**config.mk**
```make
export PLATFORM = sky130hd
export DESIGN_NAME = conv3x3_engine
export DESIGN_NICKNAME = d
export VERILOG_FILES = /design/src/rtl/conv3x3_engine.sv
export SDC_FILE = /design/constraint.sdc
export NUM_CORES = 2
export LEC_CHECK = 0
export BUFFER_PORTS_ARGS = -buffer_cell sky130_fd_sc_hd__buf_2
export CORE_MARGIN = 4
export CORE_UTILIZATION = 45
export CTS_CLUSTER_DIAMETER = 80
export DETAILED_ROUTE_END_ITERATION = 12
export GPL_TIMING_DRIVEN = 0
export PLACE_DENSITY = 0.7
export SLEW_MARGIN = 20
export SYNTH_ARGS = -nofsm -noshare
export SYNTH_HDL_FRONTEND = slang
export SYNTH_SLANG_ARGS = --single-unit
```
**constraint.sdc**
```tcl
create_clock -name clk -period 4.6 [get_ports clk]
set_clock_uncertainty 0.05 [all_clocks]
set_input_delay 0 -clock clk [delete_from_list [all_inputs] [get_ports clk]]
set_output_delay 0 -clock clk [all_outputs]
set_load 0.01 [all_outputs]
```
**src/rtl/conv3x3_engine.sv**
```systemverilog
// conv3x3_engine: three-stage pipelined 3x3 convolution with a signed kernel.
// Kernel coefficients are double-buffered. A frame FSM counts output pixels
// and emits a frame_done pulse once the pipeline has drained.
// Handshake: pix_valid qualifies the nine window pixels in the cycle it is high;
// out_valid qualifies out_pixel/out_sat in the cycle it is high. There is no
// ready/backpressure, so every accepted window emits exactly 3 cycles later.
module conv3x3_engine #(
   parameter int DSIZE        = 8,
   parameter int CSIZE        = 8,
   parameter int SHIFT        = 0,
   parameter int ABS_MODE     = 0,
   parameter int IMAGE_WIDTH  = 256,
   parameter int IMAGE_LENGTH = 256,
   localparam int CW          = $clog2(IMAGE_WIDTH * IMAGE_LENGTH + 1)
) (
   input  logic                    clk,
   input  logic                    rst,
   input  logic                    coef_load,
   input  logic [3:0]              coef_addr,
   input  logic signed [CSIZE-1:0] coef_data,
   input  logic                    frame_active,
   input  logic                    pix_valid,
   input  logic [DSIZE-1:0]        pix_0,
   input  logic [DSIZE-1:0]        pix_1,
   input  logic [DSIZE-1:0]        pix_2,
   input  logic [DSIZE-1:0]        pix_3,
   input  logic [DSIZE-1:0]        pix_4,
   input  logic [DSIZE-1:0]        pix_5,
   input  logic [DSIZE-1:0]        pix_6,
   input  logic [DSIZE-1:0]        pix_7,
   input  logic [DSIZE-1:0]        pix_8,
   output logic                    out_valid,
   output logic [DSIZE-1:0]        out_pixel,
   output logic                    out_sat,
   output logic                    frame_done,
   output logic [CW-1:0]           frame_count,
   output logic [1:0]              dbg_state
);
   localparam int PW  = DSIZE + CSIZE + 1;   // product width
   localparam int ACC = DSIZE + CSIZE + 5;   // accumulator width, cannot overflow for 9 terms
   localparam logic signed [CSIZE-1:0] UNITY = CSIZE'(1 << SHIFT);
   localparam logic signed [ACC-1:0]   MAXV  = ACC'((1 << DSIZE) - 1);

   typedef enum logic [1:0] {IDLE = 2'd0, RUN = 2'd1, DRAIN = 2'd2, DONE = 2'd3} state_t;

   logic [DSIZE-1:0]        w_pix [9];
   logic signed [CSIZE-1:0] r_shadow [9];
   logic signed [CSIZE-1:0] r_active [9];
   logic signed [PW-1:0]    w_px_ext [9];
   logic signed [PW-1:0]    w_cf_ext [9];
   logic signed [PW-1:0]    r_prod [9];
   logic signed [ACC-1:0]   r_row [3];
   logic signed [ACC-1:0]   w_sum, w_shr, w_mag;
   logic [DSIZE-1:0]        w_pix_out, r_out_pixel;
   logic                    w_sat, r_out_sat;
   logic                    r_v1, r_v2, r_out_valid;

   logic                    r_fa_d, w_rise;
   state_t                  r_state, w_next;
   logic [1:0]              r_drain;
   logic                    r_pending;
   logic [CW-1:0]           r_run_cnt, w_cnt_next, r_frame_count;
   logic                    w_commit, w_clear, w_count_en, w_load_drain;
   logic                    w_done_entry, w_set_pending, w_clr_pending;

   assign w_pix[0] = pix_0;
   assign w_pix[1] = pix_1;
   assign w_pix[2] = pix_2;
   assign w_pix[3] = pix_3;
   assign w_pix[4] = pix_4;
   assign w_pix[5] = pix_5;
   assign w_pix[6] = pix_6;
   assign w_pix[7] = pix_7;
   assign w_pix[8] = pix_8;

   function automatic logic signed [ACC-1:0] sx(input logic signed [PW-1:0] v);
      return {{(ACC - PW){v[PW-1]}}, v};
   endfunction

   // Coefficient banks: writes go to shadow; active copies shadow on frame start.
   // On a coincident write the active bank takes the pre-write shadow value.
   always_ff @(posedge clk) begin
      if (rst) begin
         for (int i = 0; i < 9; i++) begin
            r_shadow[i] <= (i == 4) ? UNITY : '0;
            r_active[i] <= (i == 4) ? UNITY : '0;
         end
      end else begin
         if (w_commit) begin
            for (int i = 0; i < 9; i++) r_active[i] <= r_shadow[i];
         end
         if (coef_load && (coef_addr < 4'd9)) r_shadow[coef_addr] <= coef_data;
      end
   end

   // Operand extension: pixel is unsigned (zero-extend), coefficient is signed.
   always_comb begin
      for (int i = 0; i < 9; i++) begin
         w_px_ext[i] = {{(PW - DSIZE){1'b0}}, w_pix[i]};
         w_cf_ext[i] = {{(PW - CSIZE){r_active[i][CSIZE-1]}}, r_active[i]};
      end
   end

   // Stages 1 and 2: nine registered products, then three registered row sums.
   always_ff @(posedge clk) begin
      if (rst) begin
         for (int i = 0; i < 9; i++) r_prod[i] <= '0;
         for (int r = 0; r < 3; r++) r_row[r] <= '0;
      end else begin
         for (int i = 0; i < 9; i++) r_prod[i] <= w_px_ext[i] * w_cf_ext[i];
         for (int r = 0; r < 3; r++) r_row[r] <= sx(r_prod[3*r]) + sx(r_prod[3*r+1]) + sx(r_prod[3*r+2]);
      end
   end

   // Stage 3 combinational: total, arithmetic shift, optional abs, clamp.
   always_comb begin
      w_sum = r_row[0] + r_row[1] + r_row[2];
      w_shr = w_sum >>> SHIFT;
      w_mag = w_shr;
      if ((ABS_MODE != 0) && (w_shr < 0)) w_mag = -w_shr;
      w_pix_out = w_mag[DSIZE-1:0];
      w_sat     = 1'b0;
      if (w_mag < 0) begin
         w_pix_out = '0;
         w_sat     = 1'b1;
      end else if (w_mag > MAXV) begin
         w_pix_out = '1;
         w_sat     = 1'b1;
      end
   end

   // Stage 3 output register plus the 3-deep valid shift that travels with the data.
   always_ff @(posedge clk) begin
      if (rst) begin
         r_v1        <= 1'b0;
         r_v2        <= 1'b0;
         r_out_valid <= 1'b0;
         r_out_pixel <= '0;
         r_out_sat   <= 1'b0;
      end else begin
         r_v1        <= pix_valid;
         r_v2        <= r_v1;
         r_out_valid <= r_v2;
         r_out_pixel <= w_pix_out;
         r_out_sat   <= w_sat;
      end
   end

   assign w_rise = frame_active & ~r_fa_d;

   // Frame FSM next-state and control strobes.
   always_comb begin
      w_next        = r_state;
      w_commit      = 1'b0;
      w_clear       = 1'b0;
      w_count_en    = 1'b0;
      w_load_drain  = 1'b0;
      w_done_entry  = 1'b0;
      w_set_pending = 1'b0;
      w_clr_pending = 1'b0;
      case (r_state)
         IDLE: begin
            if (w_rise) begin
               w_next   = RUN;
               w_commit = 1'b1;
               w_clear  = 1'b1;
            end
         end
         RUN: begin
            w_count_en = r_out_valid;
            if (!frame_active) begin
               w_next       = DRAIN;
               w_load_drain = 1'b1;
            end
         end
         DRAIN: begin
            w_count_en    = r_out_valid;
            w_set_pending = w_rise;
            if (r_drain <= 2'd1) begin
               w_next       = DONE;
               w_done_entry = 1'b1;
            end
         end
         DONE: begin
            w_clr_pending = 1'b1;
            if (r_pending || w_rise) begin
               w_next   = RUN;
               w_commit = 1'b1;
               w_clear  = 1'b1;
            end else begin
               w_next = IDLE;
            end
         end
         default: w_next = IDLE;
      endcase
   end

   assign w_cnt_next = w_clear ? '0 : (r_run_cnt + CW'(w_count_en));

   // Frame FSM state, drain counter, pending start and output counters.
   always_ff @(posedge clk) begin
      if (rst) begin
         r_state       <= IDLE;
         r_fa_d        <= 1'b0;
         r_drain       <= 2'd0;
         r_pending     <= 1'b0;
         r_run_cnt     <= '0;
         r_frame_count <= '0;
      end else begin
         r_state   <= w_next;
         r_fa_d    <= frame_active;
         r_run_cnt <= w_cnt_next;
         if (w_load_drain)         r_drain <= 2'd3;
         else if (r_state == DRAIN) r_drain <= r_drain - 2'd1;
         if (w_clr_pending)      r_pending <= 1'b0;
         else if (w_set_pending) r_pending <= 1'b1;
         if (w_done_entry) r_frame_count <= w_cnt_next;
      end
   end

   assign out_valid   = r_out_valid;
   assign out_pixel   = r_out_pixel;
   assign out_sat     = r_out_sat;
   assign frame_done  = (r_state == DONE);
   assign frame_count = r_frame_count;
   assign dbg_state   = r_state;
endmodule

```
Word-level counts from Yosys, hierarchy flattened
Memories as Yosys holds them, arrays and structs flattened.
Cells that the tools add are included.
Word-level totals
  input port bits: 89
  memory bits (writable): 360
  word-level logic and storage cells: 130
  flip-flop bits (word level): 52
  memories: 4
  output and inout bits: 30
Memories
  r_prod: depth 9, width 17, rd ports 9, clocked after memory_dff 0, write ports 9, line 51  | logic signed [PW-1:0] r_prod [9];
  r_active: depth 9, width 8, rd ports 9, clocked after memory_dff 0, write ports 9, line 48  | logic signed [CSIZE-1:0] r_active [9];
  r_shadow: depth 9, width 8, rd ports 9, clocked after memory_dff 0, write ports 9, line 47  | logic signed [CSIZE-1:0] r_shadow [9];
  r_row: depth 3, width 21, rd ports 3, clocked after memory_dff 0, write ports 3, line 52  | logic signed [ACC-1:0] r_row [3];
Operators by class
  $add $sub $neg: 10
  reduce and logical (&&, ||, !) cells: 9
  equality and inequality tests: 6
  order comparisons: 4
  mux-type cells: 54
  bitwise logic cells: 23
  $mul: 9
Operators with widths (number)
  2-to-1 mux 17 bit: 10
  multiplier 9 x 8 -> 17 bit: 9
  2-to-1 mux 8 bit: 11
  2-to-1 mux 21 bit: 3
  adder 18 x 17 -> 19 bit: 3
  adder 17 x 17 -> 18 bit: 3
  adder 21 bit: 2
  2-to-1 mux 1 bit: 22
  > comparator 21 x 9 -> 1 bit, second input constant: 1
  < comparator 21 x 1 -> 1 bit, second input constant: 1
  OR 1 bit: 21
  adder 17 x 1 -> 17 bit: 1
  2-to-1 mux 2 bit: 5
  one-hot mux 2 bit (4 select lines): 1
  OR reduction 8 bit: 1
  inequality test 2 bit, second input constant: 3
  OR reduction 2 bit: 3
  == test 2 bit, second input constant: 2
  < comparator 4 bit, second input constant: 1
  2-to-1 mux 4 bit: 1
  AND reduction 3 bit: 1
  == test 2 x 1 -> 1 bit, second input constant: 1
  less-or-equal comparator 2 x 1 -> 1 bit, second input constant: 1
  zero test 2 bit: 1
  7 further kinds: 7

Logic depth before layout (Yosys ltp)
  depth after elaboration: 9
  depth in mapped cells: 19
  mapped depth without buffers: 19

Worst setup path after synthesis
OpenSTA, ideal clock, no wires.
  path kind: register to register
  from: memory r_active[0][2]
  to: memory r_prod[0][16] in the netlist's numbering
  setup time: 0.071 ns
  data arrival time: 4.390 ns
  setup slack: 0.089 ns
  period minus slack after synthesis: 4.511 ns
  required time: 4.479 ns
  stages on the path, launching flop included: 17
  path buffers: 0
  cell sequence: edfxtp_1 and2_1 fa_1 inv_1 fa_1 inv_1 fa_1 fa_1 ha_1 o21ai_0 a21boi_0 o21ai_0 a21boi_0 o2111a_1 nor3_1 or3_1 a21oi_1
RTL lines (line)
  start, declared: 48
  end, declared: 51

==> results.ini <==
[grt]
grtUsageTotal_pct=21.1
grt_pass1_wl_microns=144000
gr-total-overflow=0
antenna_found_initial=5
grt_pass1_vias=26874
grt_max_degree=48

[critical_path]
start_kind=flop
crit_slowest_cell=fa_1
cpLargestDelayFamily=adder cells
worstPathRequired_ps=5030
critical_path_class=flop to flop
endpoint_kind=flop
worst_ep_arrival_time_ps=5120
crit_chain=buf_6, and2_4, fa_1, inv_2, fa_1, inv_2, fa_1, inv_1, fa_1, inv_2, ha_4, a21boi_4, o21ai_2, a21boi_2, o2111a_1, nor4_2, or3_4, a21oi_4
max_stage_delay_ps=540
cpMostUsedCell=fa_1
r2r_start=r_active[0][12]
reg2reg_depth=18
r2r_end=r_prod[0][33]
r2r_slack_ps=-90
crit_fanout=3
path_buf_inv=5

[pwr]
power-per-cell-area_nw_per_um2=722
power_mw=30.7
power_frac_comb_pct=70.7
p_clk_share_pct=11.1
power_frac_seq_pct=18.2
p_sw_share_pct=45.7
net-switching-power_mw=14.0
leakage_nw=21.0
peakVddDrop_v=0.000434
intPower_mw=16.7

[synth]
yosysUniqueCellTypes=61
ys_seq_area_share_pct=26.4
yosysWarnings=0
synth_edf_count=144
syn_area_per_cell_sq_um=9.71
synthArstFlopShare_pct=0
synth_seq_cells=406
syn_area_sq_um=36200
syn_nets=4691
ys.flop_type=dfxtp_1
synthCells=3730

[sta]
finalCriticalPeriod_ps=4690
hold_viol_final=0
setup_viol=6
worst_pin_slew_ps=1130
timing.setup.tns_ps=-270
period_share_pct=102
max_freq_mhz=213
rsz0062_at_grt=yes
final_max_slew_viol_count=0
max_slew_margin_pct=23.8
hold_ws_ps=23.9
setup_slack_ps=-90.2

[clock_tree]
cts_tree=done
clk_path_buf_depth=3
path_clk_slew_ps=70
htreeDepth=2
cts_num_sinks=406
clockRootBuffer=clkbuf_16
insertion_delay_ps=580
cts_buffers=42

[drt]
drtIter0Drc=1673
wl_per_cell_microns=17.8
num_vias=26605
antenna_left=0
drcViolationCount=0
via_per_inst=5.13
wl_microns=92400
drt_pass1_iterations=5

[finish]
layout_common_cells=565 x inv_1, 429 x ha_1, 386 x fa_1, 316 x and2_1, 267 x nand2_1
layout-drive-gt1-share_pct=15.8
layout_commonest_cell=inv_1
fin_nets=5061
synthToLayoutAreaGrowth_pct=17.4
stdcell_area_sq_um=42500
fillers=6944

[placed_design]
hpwl_microns=68900
dp_slack_ps=-711
port_buffers=118
placed_area_sq_um=38200
place_congestion=0.880

[worst_hold_path]
hp-class=input port to flop
holdPathStages=4
hold_start=coef_addr[3]
worstHoldEndpoint=r_shadow[8][4]

[die]
ioPinCount=119
core-area_sq_um=79400
die_y_microns=292
row_count=103
chipWidth_microns=292
die-area_sq_um=85100
initial_core_util_pct=45.6

[run_status]
status=complete, but fails checks
violations=setup timing

[flow_run]
drv_cap=0

-- cell families (layout without fill, tap and decap cells) --
| logic type | after synthesis | after routing | share of synthesized area, % |
|---|---|---|---|
| AOI/OAI and AO/OA | 346 | 346 | 6.26 |
| xor gates and xnor gates | 133 | 133 | 3.22 |
| adders and majority gates | 872 | 872 | 38.6 |
| buffers and inverters | 664 | 1068 | 6.88 |
| DFF | 406 | 406 | 26.4 |
| muxes | 5 | 5 | 0.138 |
| other | 0 | 5 | 0 |
| and+or+nand+nor | 1304 | 1304 | 18.5 |
-- through the flow --
stage                     instances  util (%)
final                          5189      53.6
after global routing           5184      53.6
after CTS                      5120      51.9
after detailed placement       4899      48.1
after global placement         4898      48.0
after floorplan                3730         -
-- layout make-up --
| type | count | area (sq um) | area share (%) |
|---|---|---|---|
| clock inverter | 19 | 163 | 0.382 |
| antenna | 5 | 12.5 | 0.0294 |
| clock buffer | 59 | 1220 | 2.86 |
| timing repair buffer | 326 | 2360 | 5.55 |
| buffer | 55 | 213 | 0.500 |
| tap | 1050 | 1310 | 3.09 |
| multi-input combinational | 2660 | 25400 | 59.7 |
| inverter | 609 | 2290 | 5.38 |
| sequential | 406 | 9570 | 22.5 |
-- worst max path at each step --
stage / startpoint / to / slack, ps / cells after the start
final: r_active[0][12] / r_prod[0][33] / -90 / 18
after global placement: dbg_state[0] / r_active[0][60] / -1020 / 6
after global routing: r_active[0][12] / r_prod[0][33] / -250 / 18
after detailed placement: r_active[0][10] / r_prod[0][33] / -710 / 17
after floorplan: r_active[0][2] / r_prod[0][16] / 90 / 16
after CTS: r_active[0][12] / r_prod[0][33] / -120 / 18
-- state kept, by name, indices dropped and copies added, names as in the netlist, 2 cells and up --
register	flops
out_pixel	8
r_drain	2
r_prod	153
r_active	72
r_row	57
frame_count	17
r_shadow	72
dbg_state	2
r_run_cnt	17
-- worst min-delay path, cell delays in order --
cell      delay (ps)
buf_2            140
nand2b_1          90
nor4_2            80
and2_1           160
-- layer usage --
layer / vias to the layer above / global-route usage, % / wire (microns)
met5: - / 0 / 0
met4: 0 / 4.85 / 2220
met3: 131 / 3.25 / 5590
met2: 608 / 35.4 / 43800
met1: 13130 / 29.1 / 40700
li1: 12736 / - / -
-- power by group through the flow --
stage	combinational [mW]	sequential (mW)	clock, mW
2_1_floorplan	13.1	5.40	0
3_3_place_gp	17.0	5.81	0
3_5_place_dp	17.3	5.79	0
4_1_cts	19.3	5.59	3.46
5_1_grt	24.3	5.67	3.61
6_report	21.7	5.59	3.42
-- cells in the mapped netlist (9+ instances only) --
cell type / n / area, sq um
inv_1: 609 / 2290
ha_1: 465 / 5820
fa_1: 407 / 8150
and2_1: 358 / 2240
nand2_1: 278 / 1040
dfxtp_1: 262 / 5250
nor2_1: 243 / 912
edfxtp_1: 144 / 4320
and3_1: 104 / 651
a21oi_1: 92 / 460
nor3_1: 91 / 455
o21ai_0: 80 / 400
nor2b_1: 72 / 450
xor2_1: 69 / 604
nand2b_1: 66 / 413
xnor2_1: 64 / 561
clkbuf_1: 54 / 203
a21o_1: 51 / 383
nand3_1: 37 / 185
or3_1: 27 / 169
o21a_1: 19 / 143
a21boi_0: 18 / 135
or2_2: 10 / 62.6
o41ai_1: 9 / 78.8
-- what timing repair did --
item / 4_1_cts / 5_1_grt
setup buffers: 116 / 69
endpoints found under the setup margin: 40 / 57
resized for setup: 142 / 221
hold endpoints to repair: 71 / 0
pin swaps: 127 / 241
hold buffers: 27 / 0
Note: power is estimated with default switching activity, not from simulation.
